$ cat src/rtl/cpu_run_controller_pkg.sv
// Shared types for the CPU run controller: FSM states and verdict flags.
// Pure declarations; no timing or flow-control behaviour of its own.
package cpu_run_pkg;

    typedef enum logic [1:0] {
        IDLE     = 2'd0,
        RST_HOLD = 2'd1,
        RUN      = 2'd2,
        DONE     = 2'd3
    } state_t;

    typedef struct packed {
        logic pass;
        logic fail;
        logic timeout;
    } verdict_t;

    localparam verdict_t VERDICT_NONE    = '{pass: 1'b0, fail: 1'b0, timeout: 1'b0};
    localparam verdict_t VERDICT_PASS    = '{pass: 1'b1, fail: 1'b0, timeout: 1'b0};
    localparam verdict_t VERDICT_FAIL    = '{pass: 1'b0, fail: 1'b1, timeout: 1'b0};
    localparam verdict_t VERDICT_TIMEOUT = '{pass: 1'b0, fail: 1'b1, timeout: 1'b1};

    function automatic verdict_t compare_verdict(input logic match);
        return match ? VERDICT_PASS : VERDICT_FAIL;
    endfunction

endpackage

$ cat src/rtl/cpu_run_controller_if.sv
// Control/status bundle between bench or board control and the run controller.
// Wires only; all timing is owned by the controller (registered outputs, no backpressure).
interface cpu_run_if #(
    parameter int SIZE  = 8,
    parameter int CNT_W = 16
);
    logic             start;
    logic             abort;
    logic             mode_step;
    logic             step;
    logic             halt;
    logic [SIZE-1:0]  result;
    logic [SIZE-1:0]  expected;
    logic             cpu_rstn;
    logic             cpu_en;
    logic             running;
    logic             done;
    logic             pass;
    logic             fail;
    logic             timeout;
    logic [CNT_W-1:0] cycle_count;

    modport master (
        output start, abort, mode_step, step, halt, result, expected,
        input  cpu_rstn, cpu_en, running, done, pass, fail, timeout, cycle_count
    );

    modport slave (
        input  start, abort, mode_step, step, halt, result, expected,
        output cpu_rstn, cpu_en, running, done, pass, fail, timeout, cycle_count
    );
endinterface

$ cat src/rtl/cpu_run_controller_sat_counter.sv
// Clear/increment counter that sticks at all-ones; clear has priority over increment.
// Latency: value updates one cycle after clr/inc; no backpressure.
module sat_counter #(
    parameter int W = 8
) (
    input  logic         clk,
    input  logic         rstn,
    input  logic         clr,
    input  logic         inc,
    output logic [W-1:0] q
);
    logic [W-1:0] q_nxt;

    always_comb begin
        q_nxt = q;
        if (clr) begin
            q_nxt = '0;
        end else if (inc && (q != {W{1'b1}})) begin
            q_nxt = q + W'(1);
        end
    end

    always_ff @(posedge clk or negedge rstn) begin
        if (!rstn) begin
            q <= '0;
        end else begin
            q <= q_nxt;
        end
    end
endmodule

$ cat src/rtl/cpu_run_controller.sv
// Run controller: CPU reset sequencing, free-run/single-step enable, cycle count, halt/watchdog verdict.
// Latency: every output registered, one cycle after its cause; no backpressure, steps arriving while enabled are dropped.
module cpu_run_controller
    import cpu_run_pkg::*;
#(
    parameter int SIZE           = 8,
    parameter int RST_CYCLES     = 2,
    parameter int TIMEOUT_CYCLES = 10,
    parameter int CNT_W          = 16
) (
    input  logic    clk,
    input  logic    rstn,
    cpu_run_if.slave bus
);
    localparam int               HOLD_W    = $clog2(RST_CYCLES + 1);
    localparam logic [HOLD_W-1:0] HOLD_LAST = HOLD_W'(RST_CYCLES - 1);
    localparam bit               TO_EN     = (TIMEOUT_CYCLES > 0);
    localparam logic [CNT_W-1:0] TO_V      = CNT_W'(TIMEOUT_CYCLES);
    localparam logic [CNT_W-1:0] TO_M1     = CNT_W'((TIMEOUT_CYCLES > 0) ? TIMEOUT_CYCLES - 1 : 0);

    if (RST_CYCLES < 1) begin : g_bad_rst
        $error("cpu_run_controller: RST_CYCLES must be at least 1");
    end
    if (longint'(TIMEOUT_CYCLES) > ((longint'(1) << CNT_W) - 1)) begin : g_bad_to
        $error("cpu_run_controller: TIMEOUT_CYCLES does not fit in CNT_W bits");
    end

    state_t            state_q, state_nxt;
    verdict_t          verdict_q, verdict_nxt;
    logic              mode_q, mode_nxt;
    logic              cpu_rstn_q, cpu_en_q, running_q, done_q;
    logic              en_nxt, clr_cnt, budget_hit;
    logic [HOLD_W-1:0] hold_q;
    logic [CNT_W-1:0]  cnt_q;
    logic [SIZE-1:0]   res_w, exp_w;

    assign res_w = bus.result;
    assign exp_w = bus.expected;

    // Budget is hit when the count after this cycle would equal the watchdog limit,
    // so the CPU never sees more than TIMEOUT_CYCLES enabled cycles.
    assign budget_hit = TO_EN && (cpu_en_q ? (cnt_q == TO_M1) : (cnt_q == TO_V));

    always_comb begin
        state_nxt   = state_q;
        verdict_nxt = verdict_q;
        mode_nxt    = mode_q;
        clr_cnt     = 1'b0;
        if (bus.abort) begin
            state_nxt   = IDLE;
            verdict_nxt = VERDICT_NONE;
            clr_cnt     = 1'b1;
        end else begin
            case (state_q)
                IDLE, DONE: begin
                    if (bus.start) begin
                        state_nxt   = RST_HOLD;
                        verdict_nxt = VERDICT_NONE;
                        mode_nxt    = bus.mode_step;
                        clr_cnt     = 1'b1;
                    end
                end
                RST_HOLD: begin
                    if (hold_q == HOLD_LAST) begin
                        state_nxt = RUN;
                    end
                end
                RUN: begin
                    if (bus.halt) begin
                        state_nxt   = DONE;
                        verdict_nxt = compare_verdict(res_w == exp_w);
                    end else if (TO_EN && (cnt_q == TO_V)) begin
                        state_nxt   = DONE;
                        verdict_nxt = VERDICT_TIMEOUT;
                    end
                end
                default: state_nxt = IDLE;
            endcase
        end
    end

    always_comb begin
        en_nxt = 1'b0;
        if (state_nxt == RUN) begin
            if (state_q == RST_HOLD) begin
                en_nxt = !mode_q;
            end else begin
                en_nxt = mode_q ? (bus.step && !cpu_en_q) : 1'b1;
            end
            if (budget_hit) begin
                en_nxt = 1'b0;
            end
        end
    end

    always_ff @(posedge clk or negedge rstn) begin
        if (!rstn) begin
            state_q    <= IDLE;
            verdict_q  <= VERDICT_NONE;
            mode_q     <= 1'b0;
            cpu_rstn_q <= 1'b0;
            cpu_en_q   <= 1'b0;
            running_q  <= 1'b0;
            done_q     <= 1'b0;
        end else begin
            state_q    <= state_nxt;
            verdict_q  <= verdict_nxt;
            mode_q     <= mode_nxt;
            cpu_rstn_q <= (state_nxt == RUN) || (state_nxt == DONE);
            cpu_en_q   <= en_nxt;
            running_q  <= (state_nxt == RUN);
            done_q     <= (state_nxt == DONE);
        end
    end

    sat_counter #(.W(HOLD_W)) u_hold (
        .clk  (clk),
        .rstn (rstn),
        .clr  (state_q != RST_HOLD),
        .inc  (1'b1),
        .q    (hold_q)
    );

    sat_counter #(.W(CNT_W)) u_cycles (
        .clk  (clk),
        .rstn (rstn),
        .clr  (clr_cnt),
        .inc  (cpu_en_q),
        .q    (cnt_q)
    );

    assign bus.cpu_rstn    = cpu_rstn_q;
    assign bus.cpu_en      = cpu_en_q;
    assign bus.running     = running_q;
    assign bus.done        = done_q;
    assign bus.pass        = verdict_q.pass;
    assign bus.fail        = verdict_q.fail;
    assign bus.timeout     = verdict_q.timeout;
    assign bus.cycle_count = cnt_q;
endmodule

$ cat src/flat_wrapper.sv
// flat-port wrapper written by rule: the top's interface ports become plain ports
module cpu_run_controller_flat import cpu_run_pkg::*;
#(
    parameter int SIZE           = 8,
    parameter int RST_CYCLES     = 2,
    parameter int TIMEOUT_CYCLES = 10,
    parameter int CNT_W          = 16
)
  (clk, rstn, bus_start, bus_abort, bus_mode_step, bus_step, bus_halt, bus_result, bus_expected, bus_cpu_rstn, bus_cpu_en, bus_running, bus_done, bus_pass, bus_fail, bus_timeout, bus_cycle_count);
  cpu_run_if #(.SIZE(SIZE), .CNT_W(CNT_W)) bus_i ();
  input  logic clk;
  input  logic rstn;
  input wire logic [$bits(bus_i.start)-1:0] bus_start;
  input wire logic [$bits(bus_i.abort)-1:0] bus_abort;
  input wire logic [$bits(bus_i.mode_step)-1:0] bus_mode_step;
  input wire logic [$bits(bus_i.step)-1:0] bus_step;
  input wire logic [$bits(bus_i.halt)-1:0] bus_halt;
  input wire logic [$bits(bus_i.result)-1:0] bus_result;
  input wire logic [$bits(bus_i.expected)-1:0] bus_expected;
  output wire logic [$bits(bus_i.cpu_rstn)-1:0] bus_cpu_rstn;
  output wire logic [$bits(bus_i.cpu_en)-1:0] bus_cpu_en;
  output wire logic [$bits(bus_i.running)-1:0] bus_running;
  output wire logic [$bits(bus_i.done)-1:0] bus_done;
  output wire logic [$bits(bus_i.pass)-1:0] bus_pass;
  output wire logic [$bits(bus_i.fail)-1:0] bus_fail;
  output wire logic [$bits(bus_i.timeout)-1:0] bus_timeout;
  output wire logic [$bits(bus_i.cycle_count)-1:0] bus_cycle_count;
  assign bus_i.start = bus_start;
  assign bus_i.abort = bus_abort;
  assign bus_i.mode_step = bus_mode_step;
  assign bus_i.step = bus_step;
  assign bus_i.halt = bus_halt;
  assign bus_i.result = bus_result;
  assign bus_i.expected = bus_expected;
  assign bus_cpu_rstn = bus_i.cpu_rstn;
  assign bus_cpu_en = bus_i.cpu_en;
  assign bus_running = bus_i.running;
  assign bus_done = bus_i.done;
  assign bus_pass = bus_i.pass;
  assign bus_fail = bus_i.fail;
  assign bus_timeout = bus_i.timeout;
  assign bus_cycle_count = bus_i.cycle_count;
  cpu_run_controller #(.SIZE(SIZE), .RST_CYCLES(RST_CYCLES), .TIMEOUT_CYCLES(TIMEOUT_CYCLES), .CNT_W(CNT_W)) u_core (.clk(clk), .rstn(rstn), .bus(bus_i));
endmodule
$ cat config.mk
export PLATFORM = sky130hd
export DESIGN_NAME = cpu_run_controller_flat
export DESIGN_NICKNAME = d
export VERILOG_FILES = /design/src/rtl/cpu_run_controller_pkg.sv /design/src/rtl/cpu_run_controller_if.sv /design/src/rtl/cpu_run_controller_sat_counter.sv /design/src/rtl/cpu_run_controller.sv /design/src/flat_wrapper.sv
export SDC_FILE = /design/constraint.sdc
export NUM_CORES = 1
export LEC_CHECK = 0
export CAP_MARGIN = 20
export CORE_ASPECT_RATIO = 2
export CORE_MARGIN = 8
export CORE_UTILIZATION = 44
export CTS_CLUSTER_DIAMETER = 30
export DETAILED_ROUTE_END_ITERATION = 8
export GPL_TIMING_DRIVEN = 0
export PLACE_DENSITY = 0.76
export SETUP_SLACK_MARGIN = 0.3
export SLEW_MARGIN = 20
export SYNTH_ARGS = -nofsm -noshare
export SYNTH_HDL_FRONTEND = slang
export SYNTH_SLANG_ARGS = --single-unit
$ cat constraint.sdc
create_clock -name clk -period 1.85 [get_ports clk]
set_input_delay 0.2775 -clock clk [delete_from_list [all_inputs] [get_ports clk]]
set_output_delay 0.2775 -clock clk [all_outputs]
set_load 0.03 [all_outputs]
Yosys cells after proc, flatten, opt, wreduce, memory -nomap -nowiden:

Cells that the tools add are included.

* bitwise gates (word level): 1
* reductions and logical operators: 12
* mux-type cells: 24
* add/subtract/negate cells: 2
* eq/ne operators: 14

Operators by type and width (number)
* $eq 16x4->1 const B: 2
* $mux 16: 2
* $add 16x1->16 const B: 1
* $ne 16x16->1 const B: 1
* $mux 3: 5
* $mux 2: 7
* $eq 2x2->1 const B: 4
* $eq 8x8->1: 1
* $mux 1: 8
* $pmux 2 s3: 1
* $pmux 3 s2: 1
* $reduce_and 3->1: 2
* $eq 2x1->1 const B: 2
* $ne 4x3->1 const B: 1
* $reduce_bool 2->1: 2
* $ne 3x3->1 const B: 1
* $reduce_bool 3->1: 1
* $add 2x1->2 const B: 1
* $logic_and 1x1->1: 2
* $logic_not 1->1: 2
* $logic_not 2->1: 1
* $ne 2x1->1 const B: 1
* $ne 2x2->1 const B: 1
* $reduce_or 2->1: 1
* other kinds (2): 2

* input port bits: 23
* output and inout port bits: 23
* bits in registers: 28

Depth between registers and ports, before layout:

Gate-level depths: netlist of run 1.

* depth after elaboration: 7
* mapped depth: 7
* gate-level depth less buffers: 6

Modules after synthesis:

Synthesis of run 1 repeated with hierarchy kept, for this count alone.

* cell total of the unflattened synthesis: 183
* area total of the unflattened synthesis: 1778.0 um^2

Modules (own cells, without submodules)
* sat_counter (u_core.u_cycles): instances 1, cells each 98, area each 942.2 um^2
* cpu_run_controller: instances 1, cells each 75, area each 711.9 um^2
* sat_counter (u_core.u_hold): instances 1, cells each 10, area each 123.9 um^2

Worst setup path before layout of run 1:

OpenSTA, ideal clock, no wires.

* path kind: register to register
* from: register u_core.u_cycles.q[0]
* to: register u_core.u_cycles.q[7]
* period minus slack after synthesis: 1.868 ns
* slack: -0.018 ns
* arrival: 1.731 ns
* stages on the path, launching flop included: 6
* data required time: 1.714 ns
* setup time: 0.136 ns
* cells stage by stage: dfrtp_1 > ha_1 > nand4_2 > o41ai_4 > or4_1 > a21oi_1

* cells in the longest elaborated chain, start to end: 3

Ends and longest elaborated chain
* start: declaration: line cpu_run_controller_sat_counter.sv:10 `output logic [W-1:0] q`
* start signal: assignment: line cpu_run_controller_sat_counter.sv:27 `q <= q_nxt;`
* $add 16x1->16 / $ne 16x16->1 (equally long branches): line cpu_run_controller_sat_counter.sv:19, cpu_run_controller_sat_counter.sv:18
* $mux 16 / $logic_and 1x1->1 (equally long branches): line cpu_run_controller_sat_counter.sv:18 `end else if (inc && (q != {W{1'b1}})) begin`
* $mux 16 / $reduce_bool 2->1 (equally long branches)

Several ways; a longest one is shown, not always the timed one. The select of a mux whose other input is x is not followed.
A chain may end at the register's enable or synchronous reset.

Worst setup path after layout of run 1:

* from: register u_core.state_q[1]
* to: register u_core.cpu_en_q (netlist: u_core.bus.cpu_en)

* cells in the longest elaborated chain, start to end: 6

Ends and longest elaborated chain
* start: declaration: line cpu_run_controller.sv:28 `state_t state_q, state_nxt;`
* start signal: assignment: line cpu_run_controller.sv:106 `state_q <= state_nxt;`
* $eq 2x2->1, or another cell as far along: line cpu_run_controller.sv:54 `case (state_q)`
* $reduce_or 2->1 / $mux 2 (equally long branches): line cpu_run_controller.sv:54, cpu_run_controller.sv:69
* $pmux 2 s3: line cpu_run_controller.sv:54
* $mux 2: line cpu_run_controller.sv:49 `if (bus.abort) begin`
* $eq 2x2->1: line cpu_run_controller.sv:84 `if (state_nxt == RUN) begin`
* $mux 1 (*): line cpu_run_controller.sv:84
* named net u_core.en_nxt: line cpu_run_controller.sv:32 `logic en_nxt, clr_cnt, budget_hit;`
* end signal: assignment: line cpu_run_controller.sv:110 `cpu_en_q <= en_nxt;`
* end: declaration: line cpu_run_controller.sv:31 `logic cpu_rstn_q, cpu_en_q, running_q, done_q;`

The timed path passes the listed nets; every way through them passes the cells marked *.

==> results of run 1 <==
==> cells by family (layout without fill, tap and decap cells) <==
group	after synthesis	after routing	share of synthesized area
AO/OA/AOI/OAI	44	44	0.179
XOR/XNOR	11	11	0.0533
adder cells (fa/ha/maj)	8	8	0.0554
buffers and inverters	14	93	0.0339
flip-flops	28	28	0.388
multiplexers	2	2	0.0118
AND/OR/NAND/NOR	82	82	0.278
==> worst paths after layout <==
path | from | endpoint | slack, ps | cells past startpoint
hold / removal | rstn | u_core.u_hold.q[0] | -0.3 | 1
setup reg to reg | u_core.state_q[1] | u_core.bus.cpu_en | 50 | 7
hold reg to reg | u_core.mode_q | u_core.mode_q | 540 | 1
min in group clk | u_core.mode_q | u_core.mode_q | 540 | 1
max in group asynchronous | rstn | u_core.u_cycles.q[15] | 1410 | 1
setup / recovery | u_core.state_q[1] | u_core.bus.cpu_en | 50 | 7
==> through the flow <==
| stage | instances | hold WS [ps] |
|---|---|---|
| 5_1_grt | 320 | 45.7 |
| 3_5_place_dp | 286 | 331 |
| 4_1_cts | 317 | 25.6 |
| 6_report | 320 | -0.308 |
| 2_1_floorplan | 189 | -18.1 |
| 3_3_place_gp | 286 | 522 |
==> power by group through the flow <==
stage / Clock [mW] / Sequential, mW / Combinational [mW]
after global placement: 0 / 0.726 / 0.532
after global routing: 0.383 / 0.715 / 0.960
after floorplan: 0 / 0.742 / 0.362
after CTS: 0.354 / 0.708 / 0.845
after detailed placement: 0 / 0.729 / 0.550
final: 0.355 / 0.708 / 0.899
==> state kept, by name (all words and copies together), names as in the netlist <==
| signal | count |
|---|---|
| u_core.bus.cpu_rstn | 1 |
| u_core.bus.timeout | 1 |
| u_core.mode_q | 1 |
| u_core.bus.pass | 1 |
| u_core.bus.cpu_en | 1 |
| u_core.state_q | 2 |
| u_core.u_hold.q | 2 |
| u_core.u_cycles.q | 16 |
| u_core.bus.fail | 1 |
| u_core.bus.done | 1 |
| u_core.bus.running | 1 |
==> cell usage in the layout (no fill, tap or decap), types with 4 or more instances in the layout <==
| cell type | count |
|---|---|
| a21oi_1 | 4 |
| a21oi_2 | 6 |
| and2_1 | 5 |
| and3_1 | 5 |
| buf_4 | 25 |
| buf_6 | 6 |
| clkdlybuf4s50_1 | 21 |
| dfrtp_1 | 12 |
| dfrtp_2 | 16 |
| dlygate4sd2_1 | 20 |
| ha_1 | 5 |
| inv_1 | 7 |
| nand2_1 | 14 |
| nand3_1 | 6 |
| nand4_1 | 5 |
| nor2_1 | 10 |
| o21ai_0 | 6 |
| o31ai_1 | 4 |
| or3_1 | 4 |
| or4_1 | 4 |
| xnor2_1 | 10 |
==> synth_stat cells (2+ instances only) <==
cell / instances / share of area
o31ai_1: 4 / 0.017
a211oi_1: 2 / 0.0083
and2_1: 6 / 0.021
a41oi_1: 2 / 0.0097
or3_1: 5 / 0.017
nor2_1: 11 / 0.023
a21oi_1: 10 / 0.028
and3_1: 5 / 0.017
nand2_1: 16 / 0.033
o21ai_0: 9 / 0.025
nor3b_1: 2 / 0.0083
nand4_2: 2 / 0.014
ha_1: 8 / 0.055
o211ai_1: 3 / 0.012
inv_1: 10 / 0.021
nor4_2: 3 / 0.021
nand4_1: 5 / 0.017
dfrtp_1: 28 / 0.39
clkbuf_1: 2 / 0.0042
nor2b_1: 3 / 0.010
nor3_1: 3 / 0.0083
or4_1: 5 / 0.021
and4_1: 2 / 0.0097
a221oi_1: 2 / 0.0097
nand3_1: 9 / 0.025
xnor2_1: 11 / 0.053
==> layout make-up <==
class / instances / area, sq um / share of cell area
multi-input cells: 147 / 1340 / 0.461
flip-flops and latches: 28 / 721 / 0.247
repair buffers: 75 / 663 / 0.228
well taps: 52 / 65.1 / 0.0223
clock buffers: 4 / 45.0 / 0.0155
plain buffers: 4 / 37.5 / 0.0129
inverters: 10 / 37.5 / 0.0129
==> worst max-delay path, delay by kind of cell, from the launching register on <==
kind                       cells  cell delay, ps
and+or+nand+nor                1             200
adders and majority gates      1             180
DFF                            1             410
AOI/OAI and AO/OA              3             700
buffers and inverters          2             220
==> timing repair <==
action	in CTS	in global routing
resized for setup	57	25
gates cloned	0	0
pin swaps	25	15
endpoints found under the setup margin	47	27
setup buffers	27	3
==> per-layer routing <==
layer,up-vias,part of all wire
li1,872,-
met1,906,0.40
met2,58,0.52
met3,16,0.052
met4,0,0.034
met5,-,0
==> results.md, run 1 <==
* Status: finished with violations
* Failing checks: hold timing
* Cts hold-fix bufs at 0
* Layout cell share with drive strength beyond 1 at 0.388
* Placeable Area at 4010 sq um
* Flop pwr share at 0.361
* Clk Latency, worst-skew pair at 280 ps
* Total gr overflow at 0
* Mean Syn Cell Area at 9.56 sq um
* Pwr dens at 674 nW/um^2
* WHS at -0.308 ps
* Row cnt at 33
* Pre-CTS WS at -56.3 ps
* Arrival @ worst endpoint at 1980 ps
* WL/cell at 17.5 um
* Unique masters post-synth at 47
* Post-Syn Nets at 220
* CP Launch Type: flip-flop
* Tcrit/Tclk final at 0.974
* I/O Buffers at 45
* Vias per cell at 5.79
* Net Switching at 0.700 mW
* Placer Congestion at 0.835
* Switching share of power at 0.357
* Area Growth Syn to Fin at 61.2%
* Fmax at 0.555 GHz
* Total GRT Usage at 0.176
* Max-Cap Viols at 0
* Least-Margin Pin Slew at 626 ps
* Die H at 107 um
* DRC at 0
* Starting DRT DRC Count at 80
* Placed Area at 2410 sq um
* Clk sink count at 28
* Clk_skew at 0.819 ps
* Critical path data required time at 2030 ps
* Cell area after synthesis at 1810 sq um
* H-tree levels at 1
* TNS Setup at 0 ps
* Worst-path cell chain: buf_4 > inv_2 > ha_4 > and3b_1 > o311ai_4 > o21ai_1 > a211oi_1
* Final WL at 5600 um
* Worst setup path class: reg -> reg
* Combinational Power Share at 0.458
* Largest net degree at the start of global routing at 29
* Detailed placement HPWL at 3570 um
* CP max stage cell: dfrtp_1
* First-pass GRT wire length at 8960 um
* Critical Path Fanout Max at 5
* Final hold viol count at 1
* # diodes at 0
* Main synth FF type: dfrtp_1
* Relative slew margins at 0.583
* Via count at 1852
* Post-synth ARST share at 1.00
* Fill cells at 294
* Pleak at 1.22 nW
* Setup Viol. Count Final at 0
* Layer carrying the most global-route usage: met2
* Clock power share at 0.181
* Worst VDD drop at 0.000684 V
* Max-slew violations at 0
* Post-route core utilization at 0.727
* Die X at 61.3 um
* Yosys warns at 0
* Met1 usage at 0.217
* Crit. End Element: flip-flop
* Pint at 1.26 mW
* HP Class: in -> async
* Final #Nets at 300
* Period minus WS final at 1800 ps
* # IOs at 46
* CTS Buf Count at 3
* Slowest stage delay, CP at 410 ps
* Initial Util at 0.451
* CTS tree: yes
* Sequential share of the synthesized area at 0.388
* Post-synth EDFFs at 0
* DRT Pass-1 Iters at 4
* #FFs+latches synth at 28
* CTS Root Cell: clkbuf_8
* Initial antenna violation count at 0
* Tot Pwr at 1.96 mW
* Synthesized instance count at 189
* Detail Route Antenna Nets at 0
* Die area at 6540 sq um
* Clock-pin transition on the worst setup and hold timing paths at 100 ps
* Design Area, Final at 2910 sq um
* Clock buffer depth at 2
* Met3 Resource Use GR at 0.0360
* RSZ-0062 raised after global routing: yes
* Met2 Usage GRT at 0.272
* Post-route setup slack at 49.0 ps
* Vias in the first global route at 1876
Note: power is estimated with default switching activity, not from simulation.
==> run 2, diff against run 1 <==
==> constraint.sdc (replaced) <==
create_clock -name clk -period 1.85 [get_ports clk]
set_input_delay 0.2775 -clock clk [delete_from_list [all_inputs] [get_ports clk]]
set_output_delay 0.2775 -clock clk [all_outputs]
set_load 0.05 [all_outputs]
==> run 2 against run 1 <==
Against the previous run: the run still ends with hold timing left; worst setup slack got worse by 26 ps; sequential share of layout area fell by 0.59 points; critical path type unchanged; critical endpoint unchanged; combinational power rose by 16%; global-route usage fell by 1.3 points; largest cell class unchanged; fmax fell by 1.4%; die area did not move; cell area rose by 2.6%; clock power rose by 12%.
==> results.md, run 2 (synthesis results as in run 1) <==
* Status: finished with violations
* Failing checks: hold timing
* Tcrit/Tclk final at 0.987 (+0.0138)
* Crit Reg-Reg Endpoint: u_core.bus.cpu_en
* CTS Root Cell: clkbuf_8
* Clk Latency, worst-skew pair at 290 ps (about the same)
* Top routing layer in use: met4
* Vias in the first global route at 1816 (-3.2%)
* Worst VDD drop at 0.000563 V (-18%)
* Die area at 6540 sq um (unchanged)
* Layout cell share with drive strength beyond 1 at 0.441 (+0.0527)
* Pwr dens at 720 nW/um^2 (+6.8%)
* Row cnt at 33 (unchanged)
* Detail Route Antenna Nets at 0 (unchanged)
* DRT Pass-1 Iters at 4 (unchanged)
* Most common cell after layout, fill and taps aside: buf_4
* Initial antenna violation count at 0 (unchanged)
* RSZ-0062 raised after global routing: yes
* Arrival @ worst endpoint at 2010 ps (+30 ps)
* CTS Buf Count at 3 (unchanged)
* Met2 wire length at 3370 um (+16%)
* Least-Margin Pin Slew at 625 ps (-0.672 ps)
* Area Growth Syn to Fin at 65.4%
* Max-slew violations at 0 (unchanged)
* H-tree levels at 1 (unchanged)
* HP Class: in -> async
* Critical path data required time at 2040 ps (about the same)
* Reg-to-reg startpoint: u_core.state_q[0]
* Die H at 107 um (unchanged)
* Post-route setup slack at 23.4 ps (-25.6 ps)
* Fill cells at 284 (-3.4%)
* CTS tree: yes
* Post-route core utilization at 0.746 (+0.0191)
* Detailed placement HPWL at 3470 um (-2.8%)
* # diodes at 0 (unchanged)
* Largest net degree at the start of global routing at 29 (unchanged)
* Max-Cap Viols at 0 (unchanged)
* Placer Congestion at 0.841 (+0.75%)
* Placeable Area at 4010 sq um (unchanged)
* Most frequent cells in the layout: 22 x buf_4, 20 x clkdlybuf4s50_1, 17 x dfrtp_2
* Wire length on met1 at 2430 um (+9.7%)
* Most flop-heavy register: u_core.u_cycles.q
* Fmax at 0.547 GHz (-1.4%)
* Die X at 61.3 um (unchanged)
* Total gr overflow at 0 (unchanged)
* Critical Path Fanout Max at 4 (-1)
* WHS at -3.77 ps (-3.46 ps)
* Switching share of power at 0.358 (+0.000744)
* Largest register FFs at 16 (unchanged)
* Via count at 1905 (+2.9%)
* Setup Viol. Count Final at 0 (unchanged)
* Pre-CTS WS at -46.5 ps (+9.79 ps)
* Worst setup path class: reg -> reg
* Final hold viol count at 10 (+9)
* Clock buffer depth at 2 (unchanged)
* Clock-pin transition on the worst setup and hold timing paths at 100 ps (about the same)
* Reg2Reg Depth at 8 (+1)
* DRC at 0 (unchanged)
* Initial Util at 0.451 (unchanged)
* Clk sink count at 28 (unchanged)
* # IOs at 46 (unchanged)
* Total GRT Usage at 0.163 (-0.0128)
* Net Switching at 0.769 mW (+9.9%)
* Flop pwr share at 0.333 (-0.028)
* Cts hold-fix bufs at 0 (unchanged)
* Starting DRT DRC Count at 113 (+41%)
* Final WL at 6280 um (+12%)
* WL/cell at 19.5 um (+11%)
* Combinational Power Share at 0.482 (+0.024)
* Pint at 1.38 mW (+9.5%)
* Relative slew margins at 0.583 (about the same)
* Clock power share at 0.185 (+0.004)
* Crit. End Element: flip-flop
* Clk_skew at 8.31 ps (+7.49 ps)
* Final #Nets at 302 (+0.67%)
* Biggest regs: u_core.u_cycles.q: 16 flops, u_core.state_q: 2 flops, u_core.u_hold.q: 2 flops
* Period minus WS final at 1830 ps (+25.6 ps)
* Vias per cell at 5.92 (+2.2%)
* I/O Buffers at 45 (unchanged)
* First-pass GRT wire length at 8300 um (-7.4%)
* FF-to-FF setup slack at 20 ps (-30 ps)
* Pleak at 1.20 nW (-1.1%)
* CP Launch Type: flip-flop
* Met3 WL post-DR at 207 um (-29%)
-- run 2: cell count changes in the layout (fill, tap and decap cells not counted), moves of 2 or more --
cell and change:
inv_1 +2, o21ai_1 +3, clkbuf_2 +2, inv_2 -2, o21ai_0 -4, dlygate4sd2_1 -12
buf_6 +8, buf_4 -3, clkdlybuf4s15_2 +9, a21oi_2 -2
-- run 2: per-stage QoR --
step | TNS [ps] | cell area, sq um | power (mW) | cells
2_1_floorplan | 0 | 1920 | 1.13 | 189
3_3_place_gp | -977 | 2440 | 1.28 | 286
3_5_place_dp | -327 | 2430 | 1.30 | 286
4_1_cts | 0 | 2850 | 2.01 | 316
5_1_grt | -72.8 | 2990 | 2.26 | 322
6_report | 0 | 2990 | 2.15 | 322
-- run 2: critical path, cell delays in order (launching register included) --
cell and delay [ps]:
dfrtp_1 420, inv_2 100, ha_4 200, buf_6 120
buf_6 110, buf_6 130, o311ai_4 250, o21ai_1 150
a211oi_1 240
-- run 2: per-layer routing --
layer  global-route usage  vias to the layer above
li1                     -                      869
met1                0.198                      950
met2                0.278                       66
met3               0.0132                       20
met4               0.0706                        0
met5                    0                        -
-- run 2: layout make-up --
class / count / area [sq um] / share of cell area
plain buffers: 4 / 41.3 / 0.0138
repair buffers: 77 / 708 / 0.237
inverters: 10 / 37.5 / 0.0126
well taps: 52 / 65.1 / 0.0218
multi-input cells: 147 / 1360 / 0.455
flip-flops and latches: 28 / 722 / 0.242
clock buffers: 4 / 55.1 / 0.0184
-- run 2: worst max path at each step --
stage / from / end / slack [ps] / cells after the start
after global placement: bus_abort / u_core.u_cycles.q[0] / -50 / 5
after floorplan: u_core.u_cycles.q[2] / u_core.bus.fail / 70 / 5
after CTS: u_core.state_q[0] / u_core.bus.cpu_en / 100 / 8
after global routing: u_core.state_q[0] / u_core.bus.cpu_en / -70 / 8
after detailed placement: bus_abort / u_core.u_cycles.q[0] / -50 / 5
final: u_core.state_q[0] / u_core.bus.cpu_en / 20 / 8
-- run 2: what timing repair did --
item / 4_1_cts / 5_1_grt
endpoints found under the setup margin: 45 / 29
buffers inserted: 26 / 6
pin swaps: 19 / 18
resized for setup: 79 / 41
-- run 2: power groups by stage --
stage | clock network, mW | logic (mW) | registers [mW]
floorplan | 0 | 0.364 | 0.762
CTS | 0.398 | 0.899 | 0.710
detailed placement | 0 | 0.565 | 0.730
global route | 0.430 | 1.11 | 0.723
finish | 0.399 | 1.04 | 0.716
global placement | 0 | 0.554 | 0.728
